==> src/rtl/key_debounce_if.sv <==
// Button-side signal bundle for the key debouncer: raw pin in, cleaned level and strobes out.
interface key_debounce_if;
  logic key_raw;
  logic key_level;
  logic key_press;
  logic key_release;

  modport master (
    output key_raw,
    input  key_level,
    input  key_press,
    input  key_release
  );

  modport slave (
    input  key_raw,
    output key_level,
    output key_press,
    output key_release
  );
endinterface

==> src/rtl/key_debounce.sv <==
// Synchronises and debounces a mechanical key; emits a registered level plus one-cycle press/release strobes.
// Latency DEBOUNCE_CYCLES+1 edges from the first sampling edge; no backpressure, outputs are pure flops.
module key_debounce #(
  parameter int unsigned DEBOUNCE_CYCLES = 1000000,
  parameter bit          ACTIVE_LOW      = 1'b1
) (
  input  logic         Clk,
  input  logic         rst,
  key_debounce_if.slave bus
);

  localparam int unsigned           CNT_W    = $clog2(DEBOUNCE_CYCLES + 1);
  localparam logic [CNT_W-1:0]      CNT_LAST = CNT_W'(DEBOUNCE_CYCLES - 1);

  typedef enum logic [1:0] {
    IDLE,
    PRESS_CHK,
    HELD,
    RELEASE_CHK
  } state_t;

  logic             w_k_in;
  logic             r_s1;
  logic             r_s2;
  state_t           r_state;
  state_t           w_state_nxt;
  logic [CNT_W-1:0] r_cnt;
  logic [CNT_W-1:0] w_cnt_nxt;
  logic             r_level;
  logic             w_level_nxt;
  logic             r_press;
  logic             w_press_nxt;
  logic             r_release;
  logic             w_release_nxt;

  // Normalise polarity so 1 always means pressed.
  assign w_k_in = bus.key_raw ^ ACTIVE_LOW;

  always_ff @(posedge Clk or posedge rst) begin
    if (rst) begin
      r_s1      <= 1'b0;
      r_s2      <= 1'b0;
      r_state   <= IDLE;
      r_cnt     <= '0;
      r_level   <= 1'b0;
      r_press   <= 1'b0;
      r_release <= 1'b0;
    end else begin
      r_s1      <= w_k_in;
      r_s2      <= r_s1;
      r_state   <= w_state_nxt;
      r_cnt     <= w_cnt_nxt;
      r_level   <= w_level_nxt;
      r_press   <= w_press_nxt;
      r_release <= w_release_nxt;
    end
  end

  always_comb begin
    w_state_nxt   = r_state;
    w_cnt_nxt     = r_cnt;
    w_level_nxt   = r_level;
    w_press_nxt   = 1'b0;
    w_release_nxt = 1'b0;
    unique case (r_state)
      IDLE: begin
        w_level_nxt = 1'b0;
        if (r_s2) begin
          w_state_nxt = PRESS_CHK;
          w_cnt_nxt   = CNT_W'(1);
        end
      end
      PRESS_CHK: begin
        if (!r_s2) begin
          w_state_nxt = IDLE;
          w_cnt_nxt   = '0;
        end else if (r_cnt == CNT_LAST) begin
          w_state_nxt = HELD;
          w_cnt_nxt   = '0;
          w_level_nxt = 1'b1;
          w_press_nxt = 1'b1;
        end else begin
          w_cnt_nxt = r_cnt + 1'b1;
        end
      end
      HELD: begin
        w_level_nxt = 1'b1;
        if (!r_s2) begin
          w_state_nxt = RELEASE_CHK;
          w_cnt_nxt   = CNT_W'(1);
        end
      end
      RELEASE_CHK: begin
        if (r_s2) begin
          w_state_nxt = HELD;
          w_cnt_nxt   = '0;
        end else if (r_cnt == CNT_LAST) begin
          w_state_nxt   = IDLE;
          w_cnt_nxt     = '0;
          w_level_nxt   = 1'b0;
          w_release_nxt = 1'b1;
        end else begin
          w_cnt_nxt = r_cnt + 1'b1;
        end
      end
      default: begin
        w_state_nxt = IDLE;
        w_cnt_nxt   = '0;
      end
    endcase
  end

  assign bus.key_level   = r_level;
  assign bus.key_press   = r_press;
  assign bus.key_release = r_release;

endmodule

==> src/flat_wrapper.sv <==
// flat-port wrapper written by rule: the top's interface ports become plain ports
module key_debounce_flat 
#(
  parameter int unsigned DEBOUNCE_CYCLES = 1000000,
  parameter bit          ACTIVE_LOW      = 1'b1
)
  (Clk, rst, bus_key_raw, bus_key_level, bus_key_press, bus_key_release);
  key_debounce_if bus_i ();
  input  logic Clk;
  input  logic rst;
  input wire logic [$bits(bus_i.key_raw)-1:0] bus_key_raw;
  output wire logic [$bits(bus_i.key_level)-1:0] bus_key_level;
  output wire logic [$bits(bus_i.key_press)-1:0] bus_key_press;
  output wire logic [$bits(bus_i.key_release)-1:0] bus_key_release;
  assign bus_i.key_raw = bus_key_raw;
  assign bus_key_level = bus_i.key_level;
  assign bus_key_press = bus_i.key_press;
  assign bus_key_release = bus_i.key_release;
  key_debounce #(.DEBOUNCE_CYCLES(DEBOUNCE_CYCLES), .ACTIVE_LOW(ACTIVE_LOW)) u_core (.Clk(Clk), .rst(rst), .bus(bus_i));
endmodule
==> config.mk <==
export PLATFORM = sky130hd
export DESIGN_NAME = key_debounce_flat
export DESIGN_NICKNAME = d
export VERILOG_FILES = /design/src/rtl/key_debounce_if.sv /design/src/rtl/key_debounce.sv /design/src/flat_wrapper.sv
export SDC_FILE = /design/constraint.sdc
export NUM_CORES = 1
export LEC_CHECK = 0
export ABC_CLOCK_PERIOD_IN_PS = 1970
export BUFFER_PORTS_ARGS = -buffer_cell sky130_fd_sc_hd__buf_4
export CORE_MARGIN = 2
export CORE_UTILIZATION = 40
export DETAILED_ROUTE_END_ITERATION = 8
export PLACE_DENSITY = 0.64
export SETUP_SLACK_MARGIN = 0.02
export SLEW_MARGIN = 5
export SYNTH_ARGS = -nofsm -noshare
export SYNTH_HDL_FRONTEND = slang
export SYNTH_SLANG_ARGS = --single-unit
==> constraint.sdc <==
create_clock -name Clk -period 1.97 [get_ports Clk]
set_clock_uncertainty 0.15 [all_clocks]
set_input_delay 0.394 -clock Clk [delete_from_list [all_inputs] [get_ports Clk]]
set_output_delay 0.394 -clock Clk [all_outputs]
set_load 0.05 [all_outputs]
==> results.rst <==
.. list-table::
   :header-rows: 1

   * - Metric
     - Value
   * - First-pass GRT wire length
     - 6.24 mm
   * - Total track usage
     - 18.5%
   * - Antenna violations before repair
     - 0
   * - Startpoint type of the worst setup path
     - flop
   * - # IOs
     - 6
   * - Antenna-violating nets left
     - 0
   * - Per-cell via count in the routed design
     - 5.74
   * - Sequence of cells on the critical path
     - buf_4 > ha_1 > mux2i_1 > nand2b_4 > a21oi_4 > buf_6 > buf_8 > a21oi_1 > o32ai_1
   * - Critical-path top delay cell
     - sky130_fd_sc_hd__dfrtp_1
   * - Violations in the final reports
     - negative setup slack
   * - Synthesized instance count
     - 165
   * - Unrepaired setup endpoints after global routing
     - true
   * - Arrival time at the worst endpoint
     - 1.98 ns
   * - Clock slew at reported path FFs
     - 0.10 ns
   * - Number of global-route vias before repair
     - 1362
   * - Maximum number of pins on one net before global-route repair
     - 25
   * - Number of warnings printed during yosys synthesis
     - 0
   * - Fraction of the yosys area taken by sequential cells
     - 43.1%
   * - Cell family contributing the most delay on the critical path
     - flip-flops
   * - Critical path's largest stage delay
     - 0.41 ns
   * - Mean area per synthesized cell
     - 9.49 sq um
   * - Period Utilization, post-route
     - 100%
   * - CP endpoint kind
     - flop
   * - Synthesis-stage register bit count
     - 27
   * - Worst setup path class
     - flop to flop
   * - Router iterations before antenna repair
     - 4
   * - Setup slack of the critical path after layout
     - -0.00150 ns
   * - Placed standard-cell area
     - 0.00183 sq mm
   * - Wire length reported by the detailed router
     - 4.21 mm
   * - Pleak
     - 0.906 nW
   * - Via count
     - 1451
   * - Worst supply voltage drop on vdd
     - 0.741 mV
   * - Final antenna diode count
     - 0
   * - CTS tree
     - yes
   * - Power density cells
     - 1150 mW/mm^2
   * - Post-layout instance area
     - 0.00217 sq mm
   * - Total Die Area
     - 0.00443 sq mm
   * - Cell taking the most area after synthesis
     - sky130_fd_sc_hd__dfrtp_1
   * - Deepest level of the CTS H-tree
     - 1
   * - CTS Root Buffer Type
     - sky130_fd_sc_hd__clkbuf_8
   * - Outcome
     - finished, violations left
   * - WP buf/inv
     - 3
   * - Post-synthesis net count
     - 173
   * - Biggest fanout along the worst timing path
     - 5
   * - Slew headroom
     - 55.4%
   * - Classification of the worst-slack hold path
     - input port to flop
   * - Dominant cells by area after synthesis
     - sky130_fd_sc_hd__dfrtp_1 (43%), sky130_fd_sc_hd__a21oi_1 (4.8%), sky130_fd_sc_hd__a31oi_1 (4.0%)
   * - Clock latency reported for the late side of the worst-skew pair
     - 0.28 ns
   * - Peak clock frequency supported by timing
     - 507 MHz
   * - Total Power Consumption
     - 2.49 mW
   * - Fin nets
     - 214
   * - Measured slew at the worst slew-check pin
     - 0.664 ns
   * - Chip Width
     - 66.6 um
   * - DR DRC count
     - 0
   * - Count of standard-cell rows
     - 22
   * - Final hold violations
     - 0
   * - Minimum clock period
     - 1.97 ns
   * - Post-Route Setup TNS
     - -0.00150 ns
   * - Number of max-cap violations
     - 0
   * - Initial cell density of the core
     - 42.2%
   * - Fraction of layout cells with a size suffix above 1
     - 39.5%
   * - Grt total ovfl
     - 0
   * - Synthesized cell area
     - 0.00157 sq mm
   * - Share of Yosys cell area claimed by the top area cell type
     - 43.1%
   * - Finish-stage setup viols
     - 1
   * - Min Hold Slack
     - 0.102 ns
   * - Detailed-route wire length per cell
     - 16.6 um
   * - Number of clock sinks
     - 27
   * - Required time of the critical path
     - 1.98 ns
   * - Violation count after the first detailed-routing iteration
     - 67
   * - Total clock buffers created by CTS
     - 3
   * - Detailed-placement wirelength estimate
     - 2.67 mm
   * - Fin. max-slew vios
     - 0
   * - Die height
     - 66.6 um
   * - Routability congestion estimate from global placement
     - 0.795
   * - Area grow syn2layout
     - 38.5%
   * - Post-placement setup slack
     - -0.0328 ns
   * - Port buffer count
     - 5
   * - Cell variety after synth
     - 40
   * - Core outline area
     - 0.00372 sq mm
   * - Maximum buffer depth of the clock tree
     - 2
## area by class of cell
type,count,area (sq um)
fill,314,1550
multi-input combinational,121,967
sequential,27,677
timing repair buffer,43,383
tap,48,60.1
clock buffer,4,45.0
inverter,10,37.5
## cells in the mapped netlist
master	count
sky130_fd_sc_hd__mux2_2	2
sky130_fd_sc_hd__a41oi_1	2
sky130_fd_sc_hd__buf_6	1
sky130_fd_sc_hd__ha_1	5
sky130_fd_sc_hd__xor2_1	2
sky130_fd_sc_hd__nor4_4	2
sky130_fd_sc_hd__a21o_1	1
sky130_fd_sc_hd__or3_1	1
sky130_fd_sc_hd__nor4_2	2
sky130_fd_sc_hd__nand2b_1	8
sky130_fd_sc_hd__clkbuf_1	2
sky130_fd_sc_hd__o31ai_1	1
sky130_fd_sc_hd__and4b_1	1
sky130_fd_sc_hd__and4_1	2
sky130_fd_sc_hd__nand3_1	12
sky130_fd_sc_hd__a22o_1	1
sky130_fd_sc_hd__nor4_1	1
sky130_fd_sc_hd__a21oi_4	1
sky130_fd_sc_hd__nor3_1	4
sky130_fd_sc_hd__buf_2	3
sky130_fd_sc_hd__o32ai_1	1
sky130_fd_sc_hd__or4_1	1
sky130_fd_sc_hd__nand4_1	2
sky130_fd_sc_hd__clkbuf_2	1
sky130_fd_sc_hd__nor2_1	8
sky130_fd_sc_hd__a31oi_1	10
sky130_fd_sc_hd__xnor2_1	1
sky130_fd_sc_hd__nand3b_1	1
sky130_fd_sc_hd__o21ai_0	9
sky130_fd_sc_hd__nand2_1	15
sky130_fd_sc_hd__nand4b_1	1
sky130_fd_sc_hd__a211oi_1	1
sky130_fd_sc_hd__inv_1	10
sky130_fd_sc_hd__dfrtp_1	27
sky130_fd_sc_hd__and3_1	1
sky130_fd_sc_hd__mux2_1	1
sky130_fd_sc_hd__a21oi_1	15
sky130_fd_sc_hd__mux2i_1	4
sky130_fd_sc_hd__nand4_4	1
sky130_fd_sc_hd__o21bai_1	1
## metrics by stage
step / utilization (%) / instances
2_1_floorplan: - / 165
3_3_place_gp: 49.3 / 237
3_5_place_dp: 49.3 / 237
4_1_cts: 51.4 / 244
5_1_grt: 58.4 / 253
6_report: 58.4 / 253
## worst reg2reg max path, cell delays in order, from the launching register on
cell and delay (ns):
sky130_fd_sc_hd__dfrtp_1 0.41, sky130_fd_sc_hd__buf_4 0.15, sky130_fd_sc_hd__ha_1 0.21, sky130_fd_sc_hd__mux2i_1 0.21, sky130_fd_sc_hd__nand2b_4 0.20, sky130_fd_sc_hd__a21oi_4 0.06
sky130_fd_sc_hd__buf_6 0.13, sky130_fd_sc_hd__buf_8 0.12, sky130_fd_sc_hd__a21oi_1 0.13, sky130_fd_sc_hd__o32ai_1 0.11
## cells in the final DEF, fill, tap and decap left out, types with 3 or more instances in the layout
cell type / netlist / routed
sky130_fd_sc_hd__inv_1: 10 / 8
sky130_fd_sc_hd__a31oi_1: 10 / 10
sky130_fd_sc_hd__nand3_1: 12 / 11
sky130_fd_sc_hd__nand2b_1: 8 / 7
sky130_fd_sc_hd__o21ai_0: 9 / 6
sky130_fd_sc_hd__a21oi_4: 1 / 3
sky130_fd_sc_hd__a21oi_2: 0 / 8
sky130_fd_sc_hd__buf_6: 1 / 4
sky130_fd_sc_hd__dfrtp_1: 27 / 26
sky130_fd_sc_hd__mux2i_1: 4 / 3
sky130_fd_sc_hd__clkbuf_8: 0 / 3
sky130_fd_sc_hd__buf_4: 0 / 35
sky130_fd_sc_hd__nor2_1: 8 / 8
sky130_fd_sc_hd__nand2_1: 15 / 15
sky130_fd_sc_hd__a21oi_1: 15 / 5
## timing repair
action | CTS | global route
cloned | 0 | 2
hold endpoints to repair | 3 | 0
hold buffers | 1 | 0
endpoints found under the setup margin | 6 | 18
pin swaps | 0 | 7
gates resized for setup | 3 | 40
buffers inserted | 2 | 7
## where the power goes
group | internal (mW) | leakage, nW | total (mW) | switching [mW]
combinational | 0.750 | 0.523 | 1.48 | 0.728
clock | 0.145 | 0.0228 | 0.321 | 0.176
sequential | 0.619 | 0.360 | 0.693 | 0.0738
total | 1.51 | 0.906 | 2.49 | 0.978
## registers in the layout, summed over array words and instances, names as in the netlist, named ones only
signal and count:
u_core.bus.key_level 1, u_core.r_cnt 20, u_core.r_s1 1, u_core.r_state 1, u_core.r_s2 1, u_core.bus.key_release 1
u_core.bus.key_press 1
## logic make-up (layout without fill, tap and decap cells)
kind of cell               after synthesis  in the layout  synth area share (%)
and+or+nand+nor                         63             63                  24.8
AOI/OAI and AO/OA                       43             43                  16.9
DFF                                     27             27                  43.1
buffers and inverters                   17             57                  4.87
muxes                                    7              7                  4.71
adders and majority gates                5              5                  3.99
xor gates and xnor gates                 3              3                  1.68
## final timing paths
path	from	end	slack, ns	cells after the start
worst min register to register	u_core.r_s1	u_core.r_s2	0.24	0
max in group asynchronous	rst	asynchronous set/reset pin	0.74	4
min in group asynchronous	rst	u_core.r_cnt[4]	0.39	3
worst min-delay path	bus_key_raw	u_core.r_s1	0.10	2
worst max register to register	u_core.r_state[0]	u_core.r_cnt[15]	-0.002	9
worst max-delay path	u_core.r_state[0]	u_core.r_cnt[15]	-0.002	9
## per-layer routing
metal	up-vias	track usage, %	part of all wire, %
li1	676	-	-
met4	0	7.40	1.1
met5	-	0	0
met1	732	24.0	46
met3	5	1.86	3.6
met2	38	31.6	50
Note: power is estimated with default switching activity, not from simulation.
